--- config.mk ---
export PLATFORM = sky130hd
export DESIGN_NAME = spi_reg_ctrl
export DESIGN_NICKNAME = d
export VERILOG_FILES = /design/src/rtl/spi_reg_pkg.sv /design/src/rtl/spi_reg_bank.sv /design/src/rtl/spi_reg_ctrl.sv
export SDC_FILE = /design/constraint.sdc
export NUM_CORES = 1
export LEC_CHECK = 0
export CAP_MARGIN = 15
export CORE_AREA = 5 5 94 131
export CTS_BUF_LIST = sky130_fd_sc_hd__clkbuf_4
export DETAILED_ROUTE_END_ITERATION = 6
export DIE_AREA = 0 0 99 136
export PLACE_DENSITY = 0.75
export SYNTH_ARGS = -nofsm -noshare
export SYNTH_HDL_FRONTEND = slang
export SYNTH_SLANG_ARGS = --single-unit
--- constraint.sdc ---
create_clock -name clk -period 4.29 [get_ports clk]
set_clock_uncertainty 0.1 [all_clocks]
set_input_delay 0.858 -clock clk [delete_from_list [all_inputs] [get_ports clk]]
set_output_delay 0.858 -clock clk [all_outputs]
set_load 0.02 [all_outputs]
--- src/rtl/spi_reg_pkg.sv ---
// Shared types and command-byte field definitions for the SPI register controller.
package spi_reg_pkg;

    typedef enum logic [1:0] {
        IDLE = 2'd0,
        CMD  = 2'd1,
        WR   = 2'd2,
        RD   = 2'd3
    } state_t;

    localparam int REG_WIDTH     = 8;
    localparam int CMD_WR_BIT    = 7;
    localparam int CMD_FIELD_MSB = 6;  // bits [6:0] carry the start address field

endpackage

--- src/rtl/spi_reg_bank.sv ---
// NUM_REGS x WIDTH read/write register storage with one write port and a flattened view.
module spi_reg_bank
    import spi_reg_pkg::*;
#(
    parameter int NUM_REGS = 8,
    parameter int WIDTH    = REG_WIDTH,
    parameter int BA_W     = (NUM_REGS > 1) ? $clog2(NUM_REGS) : 1
) (
    input  logic                      clk,
    input  logic                      rst,
    input  logic                      we,
    input  logic [BA_W-1:0]           addr,
    input  logic [WIDTH-1:0]          wdata,
    output logic [NUM_REGS*WIDTH-1:0] regs
);

    always_ff @(posedge clk) begin
        if (rst) begin
            regs <= '0;
        end else begin
            for (int i = 0; i < NUM_REGS; i++) begin
                if (we && addr == BA_W'(i)) begin
                    regs[i*WIDTH +: WIDTH] <= wdata;
                end
            end
        end
    end

endmodule

--- src/rtl/spi_reg_ctrl.sv ---
// SPI transaction controller: command parse, burst write to RW bank, burst read of RW/status.
// Build option SPI_REG_CTRL_AUTOINC_EN: address increments per data byte; otherwise fixed per frame.
module spi_reg_ctrl
    import spi_reg_pkg::*;
#(
    parameter int NUM_REGS = 8,
    parameter int WIDTH    = REG_WIDTH
) (
    input  logic                      clk,
    input  logic                      rst,
    input  logic                      frame_start,
    input  logic                      frame_end,
    input  logic                      rx_valid,
    input  logic [7:0]                rx_data,
    output logic [7:0]                tx_data,
    output logic                      tx_load,
    input  logic [NUM_REGS*WIDTH-1:0] stat_reg,
    output logic [NUM_REGS*WIDTH-1:0] rw_reg,
    output logic                      wr_strobe,
    output logic                      addr_err,
    output logic                      busy,
    output state_t                    dbg_state
);

    localparam int SPAN   = 2 * NUM_REGS;
    localparam int ADDR_W = $clog2(SPAN);
    localparam int BA_W   = (NUM_REGS > 1) ? $clog2(NUM_REGS) : 1;

    // Pulse protocol: rx_valid, tx_load, wr_strobe and addr_err are one-cycle
    // strobes with no backpressure; every response appears exactly one clock
    // after the rx_valid that caused it, and tx_data holds between loads.

    state_t              state_q, state_d;
    logic [ADDR_W-1:0]   addr_q, addr_d;
    logic                oor_q, oor_d;
    logic [7:0]          tx_data_d;
    logic                tx_load_d, wr_strobe_d, addr_err_d;
    logic                bank_we;

    logic [ADDR_W-1:0]   cmd_addr;
    logic                cmd_oor;
    logic [ADDR_W-1:0]   next_addr;
    logic [ADDR_W-1:0]   rd_addr;
    logic                rd_oor;
    logic [WIDTH-1:0]    rd_data;

    // Out of range covers both nonzero high field bits and non-power-of-two maps.
    assign cmd_addr = rx_data[ADDR_W-1:0];
    assign cmd_oor  = ({1'b0, rx_data[CMD_FIELD_MSB:0]} >= 8'(SPAN));

`ifdef SPI_REG_CTRL_AUTOINC_EN
    assign next_addr = (addr_q == ADDR_W'(SPAN - 1)) ? '0 : addr_q + 1'b1;
`else
    assign next_addr = addr_q;
`endif

    // The command byte reads its own start address; later dummies read the advanced one.
    assign rd_addr = (state_q == CMD) ? cmd_addr : next_addr;
    assign rd_oor  = (state_q == CMD) ? cmd_oor  : oor_q;

    always_comb begin
        rd_data = '0;
        for (int i = 0; i < NUM_REGS; i++) begin
            if (rd_addr == ADDR_W'(i)) begin
                rd_data = rw_reg[i*WIDTH +: WIDTH];
            end
            if (rd_addr == ADDR_W'(i + NUM_REGS)) begin
                rd_data = stat_reg[i*WIDTH +: WIDTH];
            end
        end
        if (rd_oor) begin
            rd_data = '0;
        end
    end

    always_comb begin
        state_d     = state_q;
        addr_d      = addr_q;
        oor_d       = oor_q;
        tx_load_d   = 1'b0;
        wr_strobe_d = 1'b0;
        addr_err_d  = 1'b0;
        bank_we     = 1'b0;

        if (frame_start) begin
            // Abort/restart: any byte arriving alongside is dropped.
            state_d = CMD;
        end else begin
            if (rx_valid) begin
                case (state_q)
                    CMD: begin
                        addr_d  = cmd_addr;
                        oor_d   = cmd_oor;
                        state_d = rx_data[CMD_WR_BIT] ? WR : RD;
                        if (!rx_data[CMD_WR_BIT]) begin
                            tx_load_d  = 1'b1;
                            addr_err_d = cmd_oor;
                        end
                    end
                    WR: begin
                        if (!oor_q && addr_q < ADDR_W'(NUM_REGS)) begin
                            bank_we     = 1'b1;
                            wr_strobe_d = 1'b1;
                        end else begin
                            addr_err_d = 1'b1;
                        end
                        addr_d = next_addr;
                    end
                    RD: begin
                        addr_d     = next_addr;
                        tx_load_d  = 1'b1;
                        addr_err_d = oor_q;
                    end
                    default: ;
                endcase
            end
            if (frame_end) begin
                state_d = IDLE;
            end
        end
    end

    assign tx_data_d = tx_load_d ? rd_data : tx_data;

    always_ff @(posedge clk) begin
        if (rst) begin
            state_q   <= IDLE;
            addr_q    <= '0;
            oor_q     <= 1'b0;
            tx_data   <= '0;
            tx_load   <= 1'b0;
            wr_strobe <= 1'b0;
            addr_err  <= 1'b0;
        end else begin
            state_q   <= state_d;
            addr_q    <= addr_d;
            oor_q     <= oor_d;
            tx_data   <= tx_data_d;
            tx_load   <= tx_load_d;
            wr_strobe <= wr_strobe_d;
            addr_err  <= addr_err_d;
        end
    end

    spi_reg_bank #(
        .NUM_REGS (NUM_REGS),
        .WIDTH    (WIDTH),
        .BA_W     (BA_W)
    ) u_bank (
        .clk   (clk),
        .rst   (rst),
        .we    (bank_we),
        .addr  (addr_q[BA_W-1:0]),
        .wdata (rx_data),
        .regs  (rw_reg)
    );

    assign busy      = (state_q != IDLE);
    assign dbg_state = state_q;

endmodule
==> results.sh, run 1 <==
export IMPL_status="complete, no violations"
export IMPL_drt_iter0_drc=425
export IMPL_setup_viol=0
export IMPL_fin_crit_sh_pct=79.3
export IMPL_rsz0062_at_grt="no"
export IMPL_p_total_mw=1.57
export IMPL_wl_mm=21.2
export IMPL_critPathKind="input pin to flip-flop"
export IMPL_synth_seq_area_share_pct=34.0
export IMPL_areaGrowthSynthToFinish_pct=35.3
export IMPL_synth_edf_count=0
export IMPL_place_ws_ns=0.407
export IMPL_critical_path_required_ns=4.59
export IMPL_hpwl_mm=15.7
export IMPL_grtUsageMet1_pct=38.1
export IMPL_final_cell_area_mm2=0.00654
export IMPL_use_met3_pct=4.47
export IMPL_setup_tns_ns=0
export IMPL_cts_tree="built"
export IMPL_worst_slew_pin_slew_ns=0.805
export IMPL_dieHeight_um=136
export IMPL_cts_buffers=9
export IMPL_max_freq_mhz=294
export IMPL_clk_pin_slew_ns=0.14
export IMPL_fin_crit_ns=3.40
export IMPL_clk_path_buf_depth=2
export IMPL_critPathLaunchType="input pin"
export IMPL_drive_gt1_share_pct=8.96
export IMPL_wire_per_inst_um=25.0
export IMPL_clk_root_buffer_cell="clkbuf_4"
export IMPL_peakVddDrop_mv=0.148
export IMPL_grt_busiest_layer="met2"
export IMPL_synthesis_area_mm2=0.00483
export IMPL_synth_ff_latch_count=82
export IMPL_syn_inst=565
export IMPL_first_pass_iters=7
export IMPL_core_area_mm2=0.0111
export IMPL_syn_avg_cell_area_um2=8.55
export IMPL_power_static_leakage_nw=2.24
export IMPL_power_density_mw_per_mm2=241
export IMPL_crit_family="compound AO/OA/AOI/OAI gates"
export IMPL_met2_usage_pct=50.0
export IMPL_synth_largest_area_cell="dfxtp_1"
export IMPL_clock_sinks=82
export IMPL_detail_route_antenna_nets=0
export IMPL_ys_types=67
export IMPL_syn_nets=642
export IMPL_ctsResizeCount=0
export IMPL_final_max_slew_viol_count=0
export IMPL_die_area_mm2=0.0135
export IMPL_async_flop_share_pct=0
export IMPL_grt_util_all_layers_pct=30.7
export IMPL_hold_path_class="flip-flop to flip-flop"
export IMPL_hold_buffers=0
export IMPL_relSlewSlack_pct=46.3
export IMPL_cp_buffers_inverters=1
export IMPL_slowest_stage="clkdlybuf4s50_1"
export IMPL_setup_slack_ns=0.887
export IMPL_vias=5394
export IMPL_final_core_util_pct=58.9
export IMPL_fillCellCount=1028
export IMPL_place_gp_congestion=1.03
export IMPL_hold_violations=0
export IMPL_nNetsFinal=775
export IMPL_grt_pass1_wl_mm=31.3
export IMPL_die_x_um=99
export IMPL_clk_latency_ns=0.47
export IMPL_path_depth=7
export IMPL_antenna_found_initial=1
export IMPL_whs_path_depth=2
export IMPL_rows=46
export IMPL_globalRouteOverflowTotal=0
export IMPL_cp_max_fo=23
export IMPL_synthTopCellsByArea="dfxtp_1 (34%), mux2i_1 (12%), nor2_1 (7.0%)"
export IMPL_drc=0
export IMPL_reg2reg_depth=6
export IMPL_yosys_most_used_dff="dfxtp_1"
export IMPL_via_per_inst=6.36
export IMPL_grt_pass1_vias=5178
export IMPL_cpPeakStageDelay_ns=0.73
export IMPL_yosys_warnings=0
export IMPL_ios=155
export IMPL_worstPathCellList="clkdlybuf4s50_1, nand2b_1, mux2i_4, a221oi_1, a2111oi_0, o31ai_1, a21oi_1"
export IMPL_dpl_cell_area_mm2=0.00639
export IMPL_synth_top_area_share_pct=34.0
export IMPL_end_kind="flip-flop"
export IMPL_cts_setup_buffers=0
export IMPL_htreeDepth=3
export IMPL_cap_violations=0
export IMPL_critPathArrivalTime_ns=3.70
export IMPL_start_util_pct=43.5
export IMPL_portBuffers=154
export IMPL_grt_max_degree=47
through the flow:
step	cells	hold WS (ns)
finish	848	0.392
global route	848	0.412
CTS	847	0.393
detailed placement	831	0.372
global placement	831	0.365
floorplan	565	0.388
final timing paths:
| path | from | to | slack [ns] |
|---|---|---|---|
| max | rx_data[1] | tx_data[2] | 0.89 |
| min | u_bank.regs[33] | u_bank.regs[33] | 0.39 |
| max reg2reg | dbg_state[1] | tx_data[2] | 1.31 |
| min reg2reg | u_bank.regs[33] | u_bank.regs[33] | 0.39 |
registers in the layout (all words and copies together) (netlist names):
register     cells
addr_err         1
addr_q           4
tx_data          8
dbg_state        2
oor_q            1
u_bank.regs     64
tx_load          1
wr_strobe        1
cells by family after synthesis:
family	after synthesis	share of synthesized area, %
AO/OA/AOI/OAI	155	23.5
buffers and inverters	51	5.77
flip-flops	82	34.0
multiplexers	72	16.3
AND/OR/NAND/NOR	205	20.5
metal layers:
layer	vias to the layer above	part of all wire, %
met4	0	6.3
met2	345	48
met1	2608	38
li1	2375	-
met3	66	7.8
met5	-	0
layout by cell type (no fill, tap or decap), types with 10 or more instances in the layout:
cell and n:
nand2_1 36, nor2_1 90, mux2i_1 58, nand2b_1 10
buf_4 14, nor3_1 11, a22oi_1 16, a221oi_1 10
nand3_1 15, o22ai_1 10, clkbuf_4 10, o21ai_0 18
a21oi_1 28, dfxtp_1 82, clkdlybuf4s50_1 153
synthesized netlist by cell type, drive strengths merged (10+ instances only):
library cell / number
a21oi: 29
a221oi: 10
a22oi: 16
buf: 28
clkbuf: 18
dfxtp: 82
mux2i: 64
nand2: 37
nand2b: 11
nand3: 16
nor2: 95
nor3: 12
o21ai: 22
o22ai: 10
worst min-delay path, stage by stage, from the launching register on:
cell and delay [ns]:
dfxtp_1 0.35, nand2_1 0.06, a21oi_1 0.06
power breakdown:
part | switching, mW | total [mW] | internal, mW
Sequential | 0.0100 | 0.775 | 0.765
Combinational | 0.182 | 0.316 | 0.133
Clock | 0.300 | 0.484 | 0.184
layout make-up:
type	count	area (um2)	area share, %
Multi-Input combinational cell	432	2910	44.6
Tap cell	144	180	2.76
Inverter	5	18.8	0.287
Sequential cell	82	1640	25.1
Antenna cell	1	2.50	0.0383
Clock inverter	6	65.1	0.995
Clock buffer	10	75.1	1.15
Timing Repair Buffer	168	1640	25.1
No activity file was read; power rests on OpenSTA's default activity.
==> inputs of run 2 (changes only) <==
Settings changed: CORE_AREA 5 5 94 131 to 5 5 95 133, DIE_AREA 0 0 99 136 to 0 0 100 138, PLACE_DENSITY 0.75 to 0.76.
Clock period 4.29 ns to 2.93 ns, I/O delays scaled along.
==> run 2 against run 1 <==
Compared with the run above:
- sequential power rose by 46%
- clock-buffer cell count fell by 1
- utilization rose by 4.4 points
- design area rose by 8.7%
- register-to-register slack got worse by 1.0 ns
- largest power group unchanged
- sequential share of layout area fell by 2.0 points
- critical path depth did not move
- non-clock buffer count rose by 68
- worst setup slack got worse by 0.74 ns
- critical endpoint is now tx_data[1]
- wire length rose by 1.3%
==> results.sh, run 2 (synthesis gave the netlist of run 1 again) <==
export IMPL_dpl_cell_area_mm2=0.00696
export IMPL_core_area_mm2=0.0112
export IMPL_reg2reg_slack_ns=0.28
export IMPL_cts_tree="built"
export IMPL_final_cell_mix="clkdlybuf4s50_1 (153), nor2_1 (90), dfxtp_1 (82)"
export IMPL_power_static_leakage_nw=2.59
export IMPL_fillCellCount=995
export IMPL_drive_gt1_share_pct=17.0
export IMPL_slowest_stage="a2111oi_0"
export IMPL_status="complete, no violations"
export IMPL_cp_max_fo=15
export IMPL_cts_buffers=9
export IMPL_clock_sinks=82
export IMPL_rows=46
export IMPL_htreeDepth=3
export IMPL_dpl_cell_count=899
export IMPL_hold_path_class="input pin to flip-flop"
export IMPL_place_ws_ns=-0.280
export IMPL_grt_pass1_wl_mm=32.8
export IMPL_worstPathCellList="clkdlybuf4s50_1, nand2b_1, mux2i_4, a221oi_1, a2111oi_0, o211ai_1, nand2_1"
export IMPL_multi_input_area_mm2=0.00291
export IMPL_top_layer="met4"
export IMPL_layout_commonest_cell="clkdlybuf4s50_1"
export IMPL_clk_latency_ns=0.46
export IMPL_timing_hold_ws_ns=0.322
export IMPL_peakVddDrop_mv=0.273
export IMPL_fin_crit_ns=2.78
export IMPL_grt_util_all_layers_pct=30.5
export IMPL_r2r_start="addr_q[0]"
export IMPL_max_freq_mhz=359
export IMPL_fin_cells=916
export IMPL_wl_mm=21.4
export IMPL_antenna_found_initial=1
export IMPL_place_gp_congestion=1.02
export IMPL_final_core_util_pct=63.3
export IMPL_drt_iter0_drc=412
export IMPL_ios=155
export IMPL_critPathLaunchType="input pin"
export IMPL_setup_viol=0
export IMPL_detail_route_antenna_nets=0
export IMPL_die_x_um=100
export IMPL_clk_pin_slew_ns=0.16
export IMPL_rsz0062_at_grt="no"
export IMPL_critPathArrivalTime_ns=3.09
export IMPL_vias=5559
export IMPL_final_cell_area_mm2=0.00710
export IMPL_die_area_mm2=0.0138
export IMPL_final_max_slew_viol_count=0
export IMPL_fin_crit_sh_pct=95.0
export IMPL_setup_tns_ns=0
export IMPL_globalRouteOverflowTotal=0
export IMPL_nNetsFinal=843
export IMPL_grt_pass1_vias=5705
export IMPL_p_total_mw=2.39
export IMPL_wl_met1_mm=8.35
export IMPL_setup_slack_ns=0.147
export IMPL_dieHeight_um=138
export IMPL_cpPeakStageDelay_ns=0.69
export IMPL_cts_setup_buffers=0
export IMPL_areaGrowthSynthToFinish_pct=47.0
export IMPL_hold_violations=0
export IMPL_clk_root_buffer_cell="clkbuf_4"
export IMPL_final_seq_area_mm2=0.00164
export IMPL_met3_wirelength_mm=1.60
export IMPL_top_register="u_bank.regs"
export IMPL_cap_violations=0
export IMPL_via_per_inst=6.07
export IMPL_min_delay_start="rst"
export IMPL_r2r_end="tx_data[1]"
export IMPL_reg2reg_depth=6
export IMPL_largest_register_ff_count=64
export IMPL_grt_max_degree=44
export IMPL_hpwl_mm=16.7
export IMPL_clk_path_buf_depth=2
export IMPL_end_kind="flip-flop"
export IMPL_critPathKind="input pin to flip-flop"
export IMPL_hold_end="u_bank.regs[63]"
export IMPL_first_pass_iters=6
export IMPL_power_density_mw_per_mm2=337
export IMPL_relSlewSlack_pct=51.6
export IMPL_met2_length_mm=10.4
export IMPL_start_util_pct=43.1
export IMPL_critical_path_required_ns=3.24
export IMPL_portBuffers=154
export IMPL_wire_per_inst_um=23.4
export IMPL_whs_path_depth=2
export IMPL_reg_top3="u_bank.regs (64), tx_data (8), addr_q (4)"
export IMPL_drc=0
export IMPL_worst_slew_pin_slew_ns=0.707
## run 2: routing by layer
metal | GRT usage (%) | up-vias
met3 | 4.68 | 82
met4 | 15.7 | 0
met2 | 50.9 | 335
met1 | 37.5 | 2647
li1 | - | 2495
met5 | 0 | -
## run 2: timing repair
action | 4_1_cts | 5_1_grt
endpoints found under the setup margin | 0 | 1
hold buffers | 0 | 0
gates resized for setup | 0 | 1
## run 2: power breakdown
group | switching (mW) | total [mW] | internal, mW | leakage, nW
registers | 0.00573 | 1.13 | 1.12 | 0.661
logic | 0.288 | 0.538 | 0.250 | 1.86
clock network | 0.461 | 0.726 | 0.266 | 0.0681
total | 0.755 | 2.39 | 1.64 | 2.59
## run 2: worst max-delay path: cells and delay by family
kind                   cells  cell delay (ns)
buffers and inverters      1             0.55
AO/OA/AOI/OAI              3             1.06
AND/OR/NAND/NOR            2             0.38
multiplexers               1             0.51
## run 2: worst max path at each step
stage	from	end	cells after the start
after floorplan	dbg_state[1]	tx_data[3]	7
after global placement	rx_data[1]	tx_data[1]	7
after detailed placement	rx_data[1]	tx_data[2]	7
after CTS	rx_data[1]	tx_data[2]	7
after global routing	rx_data[1]	tx_data[1]	7
final	rx_data[1]	tx_data[1]	7
## run 2: cell type report
class	count	area share [%]
clock buffer	9	0.951
sequential	82	23.1
clock inverter	7	1.07
timing repair buffer	236	31.0
inverter	5	0.264
antenna	1	0.0352
multi-input combinational	432	41.0
tap	144	2.54
